### src/rtl/alt_vipvfr131_common_frame_sequencer_pkg.sv
// Shared types and constants for the VIP frame sequencer and its skid buffer.
package alt_vipvfr131_common_frame_sequencer_pkg;

  typedef enum logic [2:0] {
    StIdle     = 3'd0,
    StSendCtrl = 3'd1,
    StActive   = 3'd2,
    StFlush    = 3'd3,
    StDone     = 3'd4
  } seq_state_e;

  localparam logic [15:0] DefaultWidth      = 16'd640;
  localparam logic [15:0] DefaultHeight     = 16'd480;
  localparam logic [3:0]  DefaultInterlaced = 4'd0;
  localparam int unsigned BufDepth          = 2;

  function automatic logic is_last_pos(input logic [15:0] x, input logic [15:0] y,
                                       input logic [15:0] w, input logic [15:0] h);
    return (x == w - 16'd1) && (y == h - 16'd1);
  endfunction

endpackage

### src/rtl/alt_vipvfr131_common_skid_buffer.sv
// Two-entry FIFO carrying an output beat plus its end-of-frame tag.
module alt_vipvfr131_common_skid_buffer
  import alt_vipvfr131_common_frame_sequencer_pkg::*;
#(
  parameter int unsigned DW = 24
) (
  input  logic          clk,
  input  logic          rst,
  input  logic          push,
  input  logic [DW-1:0] push_data,
  input  logic          push_last,
  input  logic          pop,
  output logic [DW-1:0] head_data,
  output logic          head_last,
  output logic [1:0]    fill
);

  logic [DW:0] mem_q [BufDepth];
  logic        wr_ptr_q, rd_ptr_q;
  logic [1:0]  fill_q;
  logic        do_push, do_pop;

  assign do_push = push && (fill_q != 2'd2);
  assign do_pop  = pop && (fill_q != 2'd0);

  always_ff @(posedge clk or posedge rst) begin
    if (rst) begin
      for (int i = 0; i < BufDepth; i++) mem_q[i] <= '0;
      wr_ptr_q <= 1'b0;
      rd_ptr_q <= 1'b0;
      fill_q   <= 2'd0;
    end else begin
      if (do_push) begin
        mem_q[wr_ptr_q] <= {push_last, push_data};
        wr_ptr_q        <= ~wr_ptr_q;
      end
      if (do_pop) rd_ptr_q <= ~rd_ptr_q;
      if (do_push && !do_pop)      fill_q <= fill_q + 2'd1;
      else if (!do_push && do_pop) fill_q <= fill_q - 2'd1;
    end
  end

  assign head_data = mem_q[rd_ptr_q][DW-1:0];
  assign head_last = mem_q[rd_ptr_q][DW];
  assign fill      = fill_q;

endmodule

### src/rtl/alt_vipvfr131_common_frame_sequencer.sv
// Per-frame controller: latch format, request a control packet, move width*height beats.
// Optional ALT_VIPVFR131_FRAME_COUNTER_EN adds a wrapping frame_count output.
module alt_vipvfr131_common_frame_sequencer
  import alt_vipvfr131_common_frame_sequencer_pkg::*;
#(
  parameter int unsigned BITS_PER_SYMBOL  = 8,
  parameter int unsigned SYMBOLS_PER_BEAT = 3
) (
  input  logic                                        clk,
  input  logic                                        rst,
  input  logic                                        stall_in,
  input  logic [BITS_PER_SYMBOL*SYMBOLS_PER_BEAT-1:0] data_in,
  input  logic [15:0]                                 width_in,
  input  logic [15:0]                                 height_in,
  input  logic [3:0]                                  interlaced_in,
  input  logic                                        vip_ctrl_valid_in,
  input  logic                                        end_of_video_in,
  input  logic                                        stall_out,
  output logic                                        read,
  output logic                                        write,
  output logic [BITS_PER_SYMBOL*SYMBOLS_PER_BEAT-1:0] data_out,
  output logic [15:0]                                 width_out,
  output logic [15:0]                                 height_out,
  output logic [3:0]                                  interlaced_out,
  output logic                                        vip_ctrl_valid_out,
  output logic                                        end_of_video_out,
`ifdef ALT_VIPVFR131_FRAME_COUNTER_EN
  output logic [15:0]                                 frame_count,
`endif
  output logic                                        frame_busy
);

  localparam int unsigned DW = BITS_PER_SYMBOL * SYMBOLS_PER_BEAT;

  seq_state_e  state_q, state_d;
  logic [15:0] shadow_w_q, shadow_h_q;
  logic [3:0]  shadow_i_q;
  logic [15:0] width_q, height_q;
  logic [3:0]  interlaced_q;
  logic [15:0] x_q, y_q;
  logic        last_read_q;
  logic        load_fmt, clr_cnt, last_beat;
  logic        head_last;
  logic [1:0]  fill;

  assign last_beat = is_last_pos(x_q, y_q, width_q, height_q) || end_of_video_in;
  assign write     = (fill != 2'd0) && !stall_out;
  assign end_of_video_out = write && head_last;

  always_comb begin
    state_d            = state_q;
    read               = 1'b0;
    vip_ctrl_valid_out = 1'b0;
    load_fmt           = 1'b0;
    clr_cnt            = 1'b0;
    case (state_q)
      StIdle: begin
        if (!stall_in) begin
          state_d  = StSendCtrl;
          load_fmt = 1'b1;
        end
      end
      StSendCtrl: begin
        vip_ctrl_valid_out = 1'b1;
        state_d = (width_q == 16'd0 || height_q == 16'd0) ? StDone : StActive;
      end
      StActive: begin
        read = !stall_in && (fill != 2'd2) && !last_read_q;
        if (read && last_beat) state_d = StFlush;
      end
      StFlush: begin
        if (end_of_video_out) state_d = StDone;
      end
      StDone: begin
        clr_cnt = 1'b1;
        state_d = StIdle;
      end
      default: state_d = StIdle;
    endcase
  end

  always_ff @(posedge clk or posedge rst) begin
    if (rst) begin
      state_q      <= StIdle;
      shadow_w_q   <= DefaultWidth;
      shadow_h_q   <= DefaultHeight;
      shadow_i_q   <= DefaultInterlaced;
      width_q      <= DefaultWidth;
      height_q     <= DefaultHeight;
      interlaced_q <= DefaultInterlaced;
      x_q          <= 16'd0;
      y_q          <= 16'd0;
      last_read_q  <= 1'b0;
    end else begin
      state_q <= state_d;
      if (vip_ctrl_valid_in) begin
        shadow_w_q <= width_in;
        shadow_h_q <= height_in;
        shadow_i_q <= interlaced_in;
      end
      // A strobe landing on the start cycle belongs to the frame being started.
      if (load_fmt) begin
        width_q      <= vip_ctrl_valid_in ? width_in      : shadow_w_q;
        height_q     <= vip_ctrl_valid_in ? height_in     : shadow_h_q;
        interlaced_q <= vip_ctrl_valid_in ? interlaced_in : shadow_i_q;
      end
      if (clr_cnt) begin
        x_q         <= 16'd0;
        y_q         <= 16'd0;
        last_read_q <= 1'b0;
      end else if (read) begin
        if (x_q == width_q - 16'd1) begin
          x_q <= 16'd0;
          y_q <= y_q + 16'd1;
        end else begin
          x_q <= x_q + 16'd1;
        end
        if (last_beat) last_read_q <= 1'b1;
      end
    end
  end

`ifdef ALT_VIPVFR131_FRAME_COUNTER_EN
  logic [15:0] frame_count_q;
  always_ff @(posedge clk or posedge rst) begin
    if (rst)                     frame_count_q <= 16'd0;
    else if (state_q == StDone)  frame_count_q <= frame_count_q + 16'd1;
  end
  assign frame_count = frame_count_q;
`endif

  alt_vipvfr131_common_skid_buffer #(
    .DW(DW)
  ) u_skid (
    .clk       (clk),
    .rst       (rst),
    .push      (read),
    .push_data (data_in),
    .push_last (last_beat),
    .pop       (write),
    .head_data (data_out),
    .head_last (head_last),
    .fill      (fill)
  );

  assign width_out      = width_q;
  assign height_out     = height_q;
  assign interlaced_out = interlaced_q;
  assign frame_busy     = (state_q != StIdle);

endmodule

### config.mk
export PLATFORM = sky130hd
export DESIGN_NAME = alt_vipvfr131_common_frame_sequencer
export DESIGN_NICKNAME = d
export VERILOG_FILES = /design/src/rtl/alt_vipvfr131_common_frame_sequencer_pkg.sv /design/src/rtl/alt_vipvfr131_common_skid_buffer.sv /design/src/rtl/alt_vipvfr131_common_frame_sequencer.sv
export SDC_FILE = /design/constraint.sdc
export NUM_CORES = 1
export LEC_CHECK = 0
export CELL_PAD_IN_SITES_DETAIL_PLACEMENT = 0
export CELL_PAD_IN_SITES_GLOBAL_PLACEMENT = 1
export CORE_UTILIZATION = 43
export DETAILED_ROUTE_END_ITERATION = 10
export GPL_TIMING_DRIVEN = 0
export PLACE_DENSITY_LB_ADDON = 0.3
export SLEW_MARGIN = 20
export SYNTH_ARGS = -nofsm -noshare
export SYNTH_HDL_FRONTEND = slang
export SYNTH_SLANG_ARGS = --single-unit
### constraint.sdc
create_clock -name clk -period 6.7 [get_ports clk]
set_input_delay 0.67 -clock clk [delete_from_list [all_inputs] [get_ports clk]]
set_output_delay 0.67 -clock clk [all_outputs]
set_load 0.1 [all_outputs]
## Yosys cells after proc, flatten, opt, wreduce, memory -nomap -nowiden

Cells that the tools add are included.

- Output and inout port bits: 65
- Register bits after elaboration: 162
- Input bits: 66

- Equality and inequality tests: 10
- Reduce and logical (&&, ||, !) cells: 30
- Multiplexer cells: 30
- Add/sub/neg operators: 6
- Bitwise gates (word level): 4
- $lt $le $gt $ge: 3

Operators with widths:

| cell | count |
|---|---|
| $mux W16 | 8 |
| $mux W25 | 4 |
| $bwmux W50 | 1 |
| $add A16 B1 Y16 const B | 2 |
| $eq A16 B16 Y1 | 2 |
| $logic_not A16 Y1 | 2 |
| $sub A16 B1 Y16 const B | 2 |
| $demux W25 S1 | 1 |
| $mux W3 | 4 |
| $pmux W3 S4 | 1 |
| $logic_and A1 B1 Y1 | 11 |
| $reduce_bool A2 Y1 | 5 |
| $mux W1 | 8 |
| $ne A2 B2 Y1 const B | 4 |
| $eq A3 B2 Y1 const B | 2 |
| $logic_not A1 Y1 | 5 |
| $ge A2 B2 Y1 const B | 2 |
| $mux W2 | 2 |
| $mux W4 | 1 |
| $not A1 Y2 | 2 |
| $reduce_and A2 Y1 | 2 |
| $eq A3 B1 Y1 const B | 1 |
| $eq A3 B3 Y1 const B | 1 |
| $logic_not A3 Y1 | 1 |
| 7 further kinds | 9 |

## Depth between registers and ports, before layout

- Word-level depth: 9
- Depth in mapped cells: 10

## Modules after synthesis

A second synthesis with hierarchy kept.

- Cells, all modules: 678
- Area, all modules: 8095.3 um2

By module, submodules not included:

| module | times used | cells an instance | sequential area each (um2) | area an instance (um2) |
|---|---|---|---|---|
| alt_vipvfr131_common_frame_sequencer | 1 | 528 | 2717.6 | 5627.9 |
| alt_vipvfr131_common_skid_buffer | 1 | 150 | 1351.3 | 2467.4 |

## Least setup slack after synthesis

Ideal clock, no wire load.

- Path type: register to register
- Start: register width_q[0], in the netlist width_out[0]
- End: register y_q[9]
- Slack: 3.052 ns
- Required time: 6.622 ns
- Setup time: 0.078 ns
- Buffers on the path: 1
- Cell stages (with the launch flop): 11
- Arrival: 3.570 ns
- Cells stage by stage: dfrtp_1 inv_1 ha_1 xor2_1 nand2_1 or3_2 a2111oi_2 nand4_2 buf_6 or3_1 a21oi_1

- Cells in the longest elaborated chain, start to end: 4

Ends and longest elaborated chain:

| element | line | source |
|---|---|---|
| start: declaration | alt_vipvfr131_common_frame_sequencer.sv:38 | `logic [15:0] width_q, height_q;` |
| start signal: assignment | alt_vipvfr131_common_frame_sequencer.sv:88 | `width_q <= DefaultWidth;` |
| start signal: assignment | alt_vipvfr131_common_frame_sequencer.sv:103 | `width_q <= vip_ctrl_valid_in ? width_in : shadow_w_q;` |
| $sub A16 B1 Y16 | alt_vipvfr131_common_frame_sequencer.sv:112 | `if (x_q == width_q - 16'd1) begin` |
| $eq A16 B16 Y1 | alt_vipvfr131_common_frame_sequencer.sv:112 |  |
| $reduce_bool A2 Y1 (no line) | n/a |  |
| $reduce_and A2 Y1 (no line) | n/a |  |
| end signal: assignment | alt_vipvfr131_common_frame_sequencer.sv:114 | `y_q <= y_q + 16'd1;` |
| end: declaration | alt_vipvfr131_common_frame_sequencer.sv:40 | `logic [15:0] x_q, y_q;` |

Every way passes these cells.
A chain may end at the register's enable or synchronous reset.

## Worst setup path after layout

- Start: input stall_in
- End: output read

- Cells in the longest elaborated chain, start to end: 4

Ends and longest elaborated chain:

| element | line | source |
|---|---|---|
| start: declaration | alt_vipvfr131_common_frame_sequencer.sv:11 | `input logic stall_in,` |
| $logic_not A1 Y1 | alt_vipvfr131_common_frame_sequencer.sv:68 | `read = !stall_in && (fill != 2'd2) && !last_read_q;` |
| $logic_and A1 B1 Y1 (2 in a row) | alt_vipvfr131_common_frame_sequencer.sv:68 |  |
| $mux W1 | alt_vipvfr131_common_frame_sequencer.sv:56 | `case (state_q)` |
| end: declaration | alt_vipvfr131_common_frame_sequencer.sv:19 | `output logic read,` |

Every way passes these cells.

==> results_dict.tcl <==
set metrics [dict create \
    status "finished with violations" \
    violations "design-rule violations" \
    cp_max_fo 9 \
    syn-cell-area_mm2 0.00803 \
    setup_viol 0 \
    cp-start-kind "primary input" \
    critical_path_class "in2out" \
    grt_pass1_wl_mm 30.3 \
    synth-edff-count 0 \
    clk_pin_slew_ns 0.07 \
    area_growth_pct 27.2 \
    crit_buf_inv 4 \
    ios 131 \
    grt.overflow.total 0 \
    gp_congestion 0.881 \
    max_cap_violations 0 \
    grt_setup_unrepaired "false" \
    htreeDepth 4 \
    crit_arrival_ns 3.43 \
    rrSetupSlack_ns 3.23 \
    drive_above_1_share 0.253 \
    start_util 0.442 \
    required_ns 6.03 \
    slew_viol_final 0 \
    fin_crit_ns 4.10 \
    instances_no_fill 1066 \
    final.setup.tns_ns 0 \
    cpPeakStageDelay_ns 1.15 \
    setup_ws_ns 2.60 \
    cp.depth 6 \
    grtUsageTotal 0.196 \
    drtIter0Drc 285 \
    fmax_mhz 244 \
    synth_seq_cells 162 \
    antenna_found_initial 0 \
    layout_commonest_cell "dfrtp_1" \
    synth_top_cell_by_area "dfrtp_1" \
    die_area_mm2 0.0192 \
    stdcell_area_mm2 0.0102 \
    vias_per_cell 5.43 \
    rows 49 \
    insertion_delay_ns 0.43 \
    diodes 0 \
    cts_resized 0 \
    crit_end "read" \
    rr_startpoint "width_out[0]" \
    tightest_slew_ns 1.01 \
    clkSinkCount 162 \
    synthTopCellsByArea "dfrtp_1 (47%), mux2_2 (20%), dfstp_2 (3.9%)" \
    cts_tree "done" \
    place_area_mm2 0.00964 \
    synth-main-ff-cell "dfrtp_1" \
    path_delay_family "buffers and inverters" \
    avgSynthCellArea_um2 11.9 \
    synthCells 675 \
    relSlewSlack 0.327 \
    yosysUniqueCellTypes 61 \
    cts_root_buf "clkbuf_16" \
    crit_path_cell_trace "clkdlybuf4s50_1, or4b_1, or3_1, buf_2, inv_1, clkdlybuf4s50_1" \
    ant_nets 0 \
    slowest_stage "clkdlybuf4s50_1" \
    die_h_um 139 \
    firstDrtPassIters 8 \
    avgRoutedWirePerCell_um 16.8 \
    core_region_area_mm2 0.0181 \
    ys_warn_count 0 \
    finalWirelength_mm 17.9 \
    final-hold-violation-count 0 \
    fp.dieW_um 139 \
    fin_skew_ns 0.0101 \
    grt_max_degree 110 \
    hold_start "u_skid.fill[1]" \
    crit_top_cell "clkdlybuf4s50_1" \
    postSynth.asyncResetShare 1.00 \
    hpwlAfterDp_mm 13.0 \
    worstRegToRegCells 10 \
    crit_start "stall_in" \
    fin_nets 897 \
    cts_hold_buf 0 \
    r2r-end "x_q[11]" \
    seq_area_frac_synth 0.507 \
    first_global_vias 6034 \
    numCtsBuffers 17 \
    clock_path_buffers 2 \
    synth_fp_nets 748 \
    place_ws_ns 2.59 \
    fillCellCount 1508 \
    min_path_type "reg2reg" \
    drc 20 \
    fin_crit_sh 0.612 \
    placed_cells 1034 \
    endpoint_kind "primary output" \
    vias 5785 \
    synth_top_area_frac 0.468 \
    final_cell_mix "dfrtp_1 (150), mux2_2 (140), clkdlybuf4s50_1 (129)" \
    io_buffers 129 \
    post_cts_buffers 0 \
]
==> layout make-up <==
cell class,instances,area [µm²],share of cell area
tap,229,287,0.0281
timing repair buffer,130,1320,0.129
clock inverter,15,145,0.0142
inverter,15,63.8,0.00625
sequential,162,4070,0.398
multi-input combinational,463,3740,0.366
buffer,35,166,0.0163
clock buffer,17,425,0.0417
==> how the worst min path moves through the flow <==
stage | end | slack, ns | cells after the start
after floorplan | u_skid.fill[1] | 0.46 | 1
after global placement | u_skid.fill[1] | 0.47 | 1
after detailed placement | u_skid.fill[1] | 0.48 | 1
after CTS | u_skid.fill[1] | 0.49 | 1
after global routing | u_skid.fill[1] | 0.50 | 1
final | u_skid.fill[1] | 0.49 | 1
==> metrics by stage <==
step                 util  hold slack, ns
floorplan               -           0.456
global placement    0.529           0.472
detailed placement  0.531           0.476
CTS                 0.563           0.487
global route        0.563           0.497
finish              0.563           0.486
==> synth_stat cells (9+ instances only) <==
cell and n:
xor2_1 27, nand3_1 13, o211ai_1 10, nor3_1 10, nor2_1 44, nand4_1 12, o21ai_0 12, clkbuf_1 18
nand2_1 33, dfstp_2 12, mux2_2 140, inv_1 15, or3_1 9, xnor2_1 33, dfrtp_1 150, or4_1 12
and3_1 10
==> state kept, by name, summed over array words and instances (netlist names) <==
register,count
y_q,16
shadow_h_q,16
interlaced_out,4
state_q,3
height_out,16
x_q,16
u_skid.rd_ptr_q,1
u_skid.mem_q,50
shadow_w_q,16
width_out,16
u_skid.wr_ptr_q,1
u_skid.fill,2
last_read_q,1
shadow_i_q,4
==> logic make-up after synthesis <==
logic type / count (synthesis) / synth area share
adder cells (fa/ha/maj): 7 / 0.0109
AND/OR/NAND/NOR: 185 / 0.127
buffers and inverters: 50 / 0.0277
XOR/XNOR: 60 / 0.0655
AO/OA/AOI/OAI: 65 / 0.0580
multiplexers: 146 / 0.204
flip-flops: 162 / 0.507
==> per-layer routing <==
layer  part of all wire  up-vias  track usage
met4              0.017        0       0.0637
met3              0.043       20       0.0432
met1               0.44     2889        0.242
li1                   -     2746            -
met5                  0        -            0
met2               0.50      130        0.342
==> worst reg2reg max path, delay by kind of cell, from the launching register on <==
kind | cells | cell delay [ns]
flip-flops | 1 | 0.47
buffers and inverters | 2 | 0.40
XOR/XNOR | 1 | 0.22
AO/OA/AOI/OAI | 2 | 1.00
adder cells (fa/ha/maj) | 1 | 0.33
AND/OR/NAND/NOR | 4 | 0.93
Power is not shown: default switching activity piles up to over one toggle a cycle in this logic, so the estimate is an artifact.
